`src/rtl/core_pkg.sv`:
```
// core_pkg: shared RV32I opcodes, opcode classes, decoded bundle and decode-stage states
package core_pkg;
  localparam logic [6:0] OP_LUI    = 7'h37;
  localparam logic [6:0] OP_AUIPC  = 7'h17;
  localparam logic [6:0] OP_JAL    = 7'h6F;
  localparam logic [6:0] OP_JALR   = 7'h67;
  localparam logic [6:0] OP_BRANCH = 7'h63;
  localparam logic [6:0] OP_LOAD   = 7'h03;
  localparam logic [6:0] OP_STORE  = 7'h23;
  localparam logic [6:0] OP_OPIMM  = 7'h13;
  localparam logic [6:0] OP_OP     = 7'h33;
  localparam logic [6:0] OP_FENCE  = 7'h0F;
  localparam logic [6:0] OP_SYSTEM = 7'h73;
  localparam logic [31:0] NOP = 32'h0000_0013;

  typedef enum logic [3:0] {
    CL_LUI     = 4'd0,
    CL_AUIPC   = 4'd1,
    CL_JAL     = 4'd2,
    CL_JALR    = 4'd3,
    CL_BRANCH  = 4'd4,
    CL_LOAD    = 4'd5,
    CL_STORE   = 4'd6,
    CL_OPIMM   = 4'd7,
    CL_OP      = 4'd8,
    CL_FENCE   = 4'd9,
    CL_SYSTEM  = 4'd10,
    CL_ILLEGAL = 4'd15
  } opclass_e;

  typedef enum logic [1:0] {ST_EMPTY, ST_ONE, ST_TWO} state_e;

  typedef struct packed {
    logic [4:0]  rs1;
    logic [4:0]  rs2;
    logic [4:0]  rd;
    logic [31:0] imm;
    logic [2:0]  funct3;
    logic        funct7_b5;
    logic [3:0]  opclass;
    logic        reg_write;
    logic        mem_read;
    logic        mem_write;
    logic        branch;
    logic        jump;
    logic        alu_src_imm;
    logic        illegal;
  } dec_t;
endpackage

```
`src/rtl/core_idecode_comb.sv`:
```
// core_idecode_comb: combinational RV32I word decoder; CORE_IDECODE_ILLEGAL_EN enables funct3/funct7 legality checks
module core_idecode_comb
  import core_pkg::*;
(
  input  logic [31:0] inst_i,
  output logic [4:0]  rs1_o,
  output logic [4:0]  rs2_o,
  output logic [4:0]  rd_o,
  output logic [31:0] imm_o,
  output logic [2:0]  funct3_o,
  output logic        funct7_b5_o,
  output logic [3:0]  opclass_o,
  output logic        reg_write_o,
  output logic        mem_read_o,
  output logic        mem_write_o,
  output logic        branch_o,
  output logic        jump_o,
  output logic        alu_src_imm_o,
  output logic        illegal_o
);
  opclass_e cls_raw, cls;
  logic bad;
  logic [6:0] opc;
  logic [2:0] f3;
  logic [31:0] imm_i, imm_s, imm_b, imm_u, imm_j;
  assign opc = inst_i[6:0];
  assign f3 = inst_i[14:12];
  always_comb
    cls_raw = opc == OP_LUI    ? CL_LUI    :
              opc == OP_AUIPC  ? CL_AUIPC  :
              opc == OP_JAL    ? CL_JAL    :
              opc == OP_JALR   ? CL_JALR   :
              opc == OP_BRANCH ? CL_BRANCH :
              opc == OP_LOAD   ? CL_LOAD   :
              opc == OP_STORE  ? CL_STORE  :
              opc == OP_OPIMM  ? CL_OPIMM  :
              opc == OP_OP     ? CL_OP     :
              opc == OP_FENCE  ? CL_FENCE  :
              opc == OP_SYSTEM ? CL_SYSTEM : CL_ILLEGAL;
`ifdef CORE_IDECODE_ILLEGAL_EN
  logic [6:0] f7;
  assign f7 = inst_i[31:25];
  always_comb
    bad = (cls_raw == CL_BRANCH && f3[2:1] == 2'b01)
       || (cls_raw == CL_LOAD && (f3 == 3'b011 || f3[2:1] == 2'b11))
       || (cls_raw == CL_STORE && f3 > 3'b010)
       || (cls_raw == CL_JALR && f3 != 3'b000)
       || (cls_raw == CL_OP && !(f7 == 7'h00 || (f7 == 7'h20 && (f3 == 3'b000 || f3 == 3'b101))))
       || (cls_raw == CL_OPIMM && ((f3 == 3'b001 && f7 != 7'h00)
                                || (f3 == 3'b101 && f7 != 7'h00 && f7 != 7'h20)));
  assign illegal_o = cls == CL_ILLEGAL;
`else
  assign bad = 1'b0;
  assign illegal_o = 1'b0;
`endif
  assign cls = bad ? CL_ILLEGAL : cls_raw;
  assign imm_i = {{20{inst_i[31]}}, inst_i[31:20]};
  assign imm_s = {{20{inst_i[31]}}, inst_i[31:25], inst_i[11:7]};
  assign imm_b = {{19{inst_i[31]}}, inst_i[31], inst_i[7], inst_i[30:25], inst_i[11:8], 1'b0};
  assign imm_u = {inst_i[31:12], 12'h000};
  assign imm_j = {{11{inst_i[31]}}, inst_i[31], inst_i[19:12], inst_i[20], inst_i[30:21], 1'b0};
  always_comb
    imm_o = cls inside {CL_JALR, CL_LOAD, CL_OPIMM, CL_FENCE, CL_SYSTEM} ? imm_i :
            cls == CL_STORE                                           ? imm_s :
            cls == CL_BRANCH                                          ? imm_b :
            cls inside {CL_LUI, CL_AUIPC}                             ? imm_u :
            cls == CL_JAL                                             ? imm_j : 32'h0;
  assign rs1_o = inst_i[19:15];
  assign rs2_o = inst_i[24:20];
  assign rd_o = inst_i[11:7];
  assign funct3_o = f3;
  assign funct7_b5_o = inst_i[30];
  assign opclass_o = cls;
  assign reg_write_o = (cls inside {CL_LUI, CL_AUIPC, CL_JAL, CL_JALR, CL_LOAD, CL_OPIMM, CL_OP})
                    && inst_i[11:7] != 5'd0;
  assign mem_read_o = cls == CL_LOAD;
  assign mem_write_o = cls == CL_STORE;
  assign branch_o = cls == CL_BRANCH;
  assign jump_o = cls inside {CL_JAL, CL_JALR};
  assign alu_src_imm_o = !(cls inside {CL_OP, CL_BRANCH, CL_ILLEGAL});
endmodule

```
`src/rtl/core_idecode.sv`:
```
// core_idecode: decode stage with output + skid buffer and registered ready; CORE_IDECODE_ILLEGAL_EN enables legality checks
module core_idecode
  import core_pkg::*;
#(
  parameter logic [31:0] PC_INIT = 32'h0
) (
  input  logic        clk_i,
  input  logic        rst_ni,
  input  logic        flush_i,
  input  logic        if_valid_i,
  input  logic [31:0] if_instruction_i,
  input  logic [31:0] if_pc_i,
  output logic        if_ready_o,
  input  logic        ex_ready_i,
  output logic        id_valid_o,
  output logic [31:0] id_pc_o,
  output logic [4:0]  id_rs1_o,
  output logic [4:0]  id_rs2_o,
  output logic [4:0]  id_rd_o,
  output logic [31:0] id_imm_o,
  output logic [2:0]  id_funct3_o,
  output logic        id_funct7_b5_o,
  output logic [3:0]  id_opclass_o,
  output logic        id_reg_write_o,
  output logic        id_mem_read_o,
  output logic        id_mem_write_o,
  output logic        id_branch_o,
  output logic        id_jump_o,
  output logic        id_alu_src_imm_o,
  output logic        id_illegal_o
);
  state_e state_q, state_d;
  logic if_ready_q, valid_q, in_fire, out_fire, load_out, load_skid;
  logic [31:0] skid_inst_q, skid_pc_q, pc_q, inst_sel, pc_sel;
  dec_t dec_q, dec_d;
  assign in_fire = if_valid_i & if_ready_q;
  assign out_fire = valid_q & ex_ready_i;
  // the skid only ever feeds the decoder while it is the oldest held word
  assign inst_sel = state_q == ST_TWO ? skid_inst_q : if_instruction_i;
  assign pc_sel = state_q == ST_TWO ? skid_pc_q : if_pc_i;
  core_idecode_comb u_comb (
    .inst_i        (inst_sel),
    .rs1_o         (dec_d.rs1),
    .rs2_o         (dec_d.rs2),
    .rd_o          (dec_d.rd),
    .imm_o         (dec_d.imm),
    .funct3_o      (dec_d.funct3),
    .funct7_b5_o   (dec_d.funct7_b5),
    .opclass_o     (dec_d.opclass),
    .reg_write_o   (dec_d.reg_write),
    .mem_read_o    (dec_d.mem_read),
    .mem_write_o   (dec_d.mem_write),
    .branch_o      (dec_d.branch),
    .jump_o        (dec_d.jump),
    .alu_src_imm_o (dec_d.alu_src_imm),
    .illegal_o     (dec_d.illegal)
  );
  always_comb begin
    state_d = flush_i              ? ST_EMPTY :
              state_q == ST_EMPTY  ? (in_fire ? ST_ONE : ST_EMPTY) :
              state_q == ST_ONE    ? (in_fire && !out_fire ? ST_TWO :
                                      !in_fire && out_fire ? ST_EMPTY : ST_ONE) :
                                     (out_fire ? ST_ONE : ST_TWO);
    load_skid = !flush_i && state_q == ST_ONE && in_fire && !out_fire;
    load_out = !flush_i && (state_q == ST_TWO ? out_fire
                                              : in_fire && (state_q == ST_EMPTY || out_fire));
  end
  always_ff @(posedge clk_i or negedge rst_ni) begin
    if (!rst_ni) begin
      state_q <= ST_EMPTY;
      if_ready_q <= 1'b1;
      valid_q <= 1'b0;
      pc_q <= PC_INIT;
      dec_q <= '0;
      skid_inst_q <= '0;
      skid_pc_q <= '0;
    end else begin
      state_q <= state_d;
      if_ready_q <= state_d != ST_TWO;
      valid_q <= state_d != ST_EMPTY;
      if (load_out) begin
        pc_q <= pc_sel;
        dec_q <= dec_d;
      end else if (state_d == ST_EMPTY) begin
        pc_q <= PC_INIT;
      end
      if (load_skid) begin
        skid_inst_q <= if_instruction_i;
        skid_pc_q <= if_pc_i;
      end
    end
  end
  assign if_ready_o = if_ready_q;
  assign id_valid_o = valid_q;
  assign id_pc_o = pc_q;
  assign id_rs1_o = dec_q.rs1;
  assign id_rs2_o = dec_q.rs2;
  assign id_rd_o = dec_q.rd;
  assign id_imm_o = dec_q.imm;
  assign id_funct3_o = dec_q.funct3;
  assign id_funct7_b5_o = dec_q.funct7_b5;
  assign id_opclass_o = dec_q.opclass;
  assign id_reg_write_o = dec_q.reg_write;
  assign id_mem_read_o = dec_q.mem_read;
  assign id_mem_write_o = dec_q.mem_write;
  assign id_branch_o = dec_q.branch;
  assign id_jump_o = dec_q.jump;
  assign id_alu_src_imm_o = dec_q.alu_src_imm;
  assign id_illegal_o = dec_q.illegal;
endmodule

```
`config.mk`:
```
export PLATFORM = sky130hd
export DESIGN_NAME = core_idecode
export DESIGN_NICKNAME = d
export VERILOG_FILES = /design/src/rtl/core_pkg.sv /design/src/rtl/core_idecode_comb.sv /design/src/rtl/core_idecode.sv
export SDC_FILE = /design/constraint.sdc
export NUM_CORES = 1
export LEC_CHECK = 0
export CAP_MARGIN = 20
export CORE_AREA = 10 10 132 134
export DETAILED_ROUTE_END_ITERATION = 7
export DIE_AREA = 0 0 142 144
export GPL_TIMING_DRIVEN = 0
export PLACE_DENSITY = 0.93
export SKIP_LAST_GASP = 1
export SYNTH_ARGS = -nofsm -noshare
export SYNTH_HDL_FRONTEND = slang
export SYNTH_HIERARCHICAL = 1
export SYNTH_SLANG_ARGS = --single-unit
```
`constraint.sdc`:
```
create_clock -name clk_i -period 5.18 [get_ports clk_i]
set_input_delay 1.554 -clock clk_i [delete_from_list [all_inputs] [get_ports clk_i]]
set_output_delay 1.554 -clock clk_i [all_outputs]
set_load 0.005 [all_outputs]
```
==> impl_metrics.tcl <==
set metrics [dict create \
    status "completed" \
    hold_buffers 0 \
    antenna_found_initial 3 \
    timing.rr.start "state_q[0]$_DFF_PN0_" \
    yosysSeqAreaShare 0.498 \
    postCtsSetupBuffers 0 \
    ios 165 \
    whs_ns 0.486 \
    synth_edf_count 0 \
    final_common_cell "clkdlybuf4s50_1" \
    area_growth_pct 31.2 \
    drv_cap 0 \
    die_w_um 142 \
    rr_worst_depth 10 \
    track_usage 0.209 \
    finClkSkew_ns 0.00911 \
    slew_violations 0 \
    fin_crit_sh 0.658 \
    drive_above_1_share 0.370 \
    clock_latency_ns 0.42 \
    drt-initial-drc-count 298 \
    rrSetupSlack_ns 2.00 \
    synth.cell_area_sq_um 8140 \
    root_buffer "clkbuf_16" \
    synth_flop_cell "dfrtp_1" \
    portBuffers 164 \
    ys_types 60 \
    hold_path_class "reg2reg" \
    worst-slew-pin-transition_ns 0.657 \
    cp-start-kind "input port" \
    setup_violations 0 \
    setup_tns_ns 0 \
    place_hpwl_um 15500 \
    wl_met2_um 10500 \
    r2r-end "id_imm_o[22]$_DFFE_PN0P_" \
    dr.pass1.iters 4 \
    start_util 0.548 \
    cp_slowest_stage_delay_ns 0.50 \
    fillerInstances 992 \
    final_nets 831 \
    arrival_ns 3.71 \
    fmax_mhz 293 \
    gp_congestion 0.876 \
    path_class "in2reg" \
    fp.dieH_um 144 \
    path_cells "clkdlybuf4s50_1, mux2_2, buf_2, nand2_1, a32oi_1, a2bb2oi_2, o21ai_0, mux2_4" \
    ir_drop_mv 0.232 \
    grt_pass1_vias 5981 \
    num_vias 5441 \
    clk_pin_slew_ns 0.06 \
    wl_um 21200 \
    die-area_sq_um 20400 \
    critPathMaxFanout 10 \
    final_cell_mix "163 x clkdlybuf4s50_1, 161 x dfrtp_1, 117 x mux2_2" \
    maxUsedRoutingLayer "met4" \
    p_clk_frac 0.304 \
    async_reset_ff_frac 1.00 \
    coreArea_sq_um 14900 \
    drc 0 \
    cts_tree "built" \
    holdPathEnd "skid_inst_q[18]$_DFFE_PN0P_" \
    post-place-ws_ns 1.36 \
    wl_met1_um 8750 \
    grt_overflow 0 \
    num_rows 45 \
    finalHoldViolCount 0 \
    cp-startpoint "if_instruction_i[4]" \
    via_per_inst 5.65 \
    grt_max_degree 96 \
    hold_path_depth 1 \
    switchingPower_w 0.00121 \
    rsz0062_at_grt "no" \
    cpMaxStageDelayCell "clkdlybuf4s50_1" \
    syn_area_per_cell_sq_um 14.1 \
    setup_slack_ns 1.77 \
    ys_ff_latch 162 \
    clock_path_buffers 2 \
    cp-end-kind "flip-flop" \
    utilization 0.719 \
    synth.net_count 647 \
    required_ns 5.48 \
    power_leakage_nw 4.64 \
    numCtsBuffers 17 \
    h-tree-depth 4 \
    pwr-share-seq 0.423 \
    wl_met3_um 1710 \
    intPower_w 0.00323 \
    p_sw_frac 0.273 \
    p_comb_frac 0.273 \
    wl_per_cell_um 22.1 \
    synth_warnings 6 \
    synth_cells 577 \
    ant_nets 0 \
    cts.sinks 162 \
    grt_pass1_wl_um 33700 \
    relSlewSlack 0.562 \
    worstHoldStart "skid_inst_q[18]$_DFFE_PN0P_" \
    power_density_nw_per_um2 415 \
    final.min_clock_period_ns 3.41 \
    cts-resized-gates 0 \
]
==> sequential cells by signal, indices dropped and copies added (netlist names), 2 cells and up <==
signal	flops
id_rd_o	5
id_rs1_o	5
id_funct3_o	3
id_rs2_o	5
state_q	2
skid_inst_q	32
id_imm_o	32
id_pc_o	32
skid_pc_q	32
id_opclass_o	4
==> Yosys cell counts, types with 3 or more instances <==
master / n / area (sq um)
nor2_1: 8 / 30.0
mux2_1: 11 / 124
dfrtp_1: 161 / 4030
o21ai_0: 14 / 70.1
mux2_2: 117 / 1320
clkbuf_4: 3 / 22.5
inv_1: 3 / 11.3
mux2_4: 30 / 450
nand3_1: 6 / 30.0
buf_2: 17 / 85.1
buf_8: 3 / 45.0
buf_6: 4 / 45.0
o2bb2ai_1: 5 / 43.8
a21o_1: 12 / 90.1
and2_1: 8 / 50.1
o2bb2ai_2: 30 / 450
buf_12: 3 / 60.1
a22o_1: 5 / 43.8
nor3b_1: 3 / 22.5
mux2i_1: 33 / 330
nand2_1: 17 / 63.8
a21oi_1: 7 / 35.0
buf_4: 29 / 218
==> routing by layer <==
layer,track usage,up-vias
met4,0.0662,0
met3,0.0679,33
met5,0,-
met2,0.343,198
li1,-,2454
met1,0.255,2756
==> logic make-up (layout without fill, tap and decap cells) <==
family	count (synthesis)	in the layout	share of synthesized area
simple gates	67	67	0.0518
compound gates	92	92	0.115
other cells	1	3	0.000460
fa+ha+maj	1	1	0.00154
xor+xnor	1	1	0.00108
buf+inv	62	258	0.0598
flops	162	162	0.498
mux	191	191	0.273
==> how the worst max path moves through the flow <==
stage	to	slack, ns
final	id_imm_o[14]$_DFFE_PN0P_	1.77
after global routing	id_imm_o[14]$_DFFE_PN0P_	1.66
after CTS	id_imm_o[22]$_DFFE_PN0P_	1.80
after detailed placement	id_imm_o[22]$_DFFE_PN0P_	1.36
after global placement	id_imm_o[28]$_DFFE_PN0P_	-3.63
after floorplan	id_imm_o[21]$_DFFE_PN0P_	2.03
==> area by class of cell <==
type	count	area, sq um	area share
buffer	59	475	0.0445
clock buffer	19	453	0.0424
antenna	2	5.00	0.000468
tap	188	235	0.0220
sequential	162	4060	0.379
multi-input combinational	353	3600	0.337
clock inverter	12	180	0.0169
inverter	3	11.3	0.00105
timing repair buffer	165	1670	0.156
==> power groups by stage <==
stage                     logic, W  clock network [W]  registers, W
final                      0.00121            0.00135       0.00188
after global placement     0.00117                  0       0.00186
after global routing       0.00130            0.00143       0.00192
after floorplan           0.000702                  0       0.00183
after CTS                  0.00123            0.00137       0.00187
after detailed placement   0.00122                  0       0.00189
==> worst max-delay path, delay by kind of cell <==
family | cells | cell delay, ns
mux | 2 | 0.47
simple gates | 1 | 0.20
buf+inv | 2 | 0.70
compound gates | 3 | 0.79
==> metrics by stage <==
stage / instances / cell area [sq um] / power (W)
finish: 963 / 10700 / 0.00444
global route: 962 / 10700 / 0.00465
CTS: 961 / 10700 / 0.00447
detailed placement: 930 / 10000 / 0.00311
global placement: 929 / 10000 / 0.00303
floorplan: 577 / 8140 / 0.00254
Note: power is estimated with default switching activity, not from simulation.
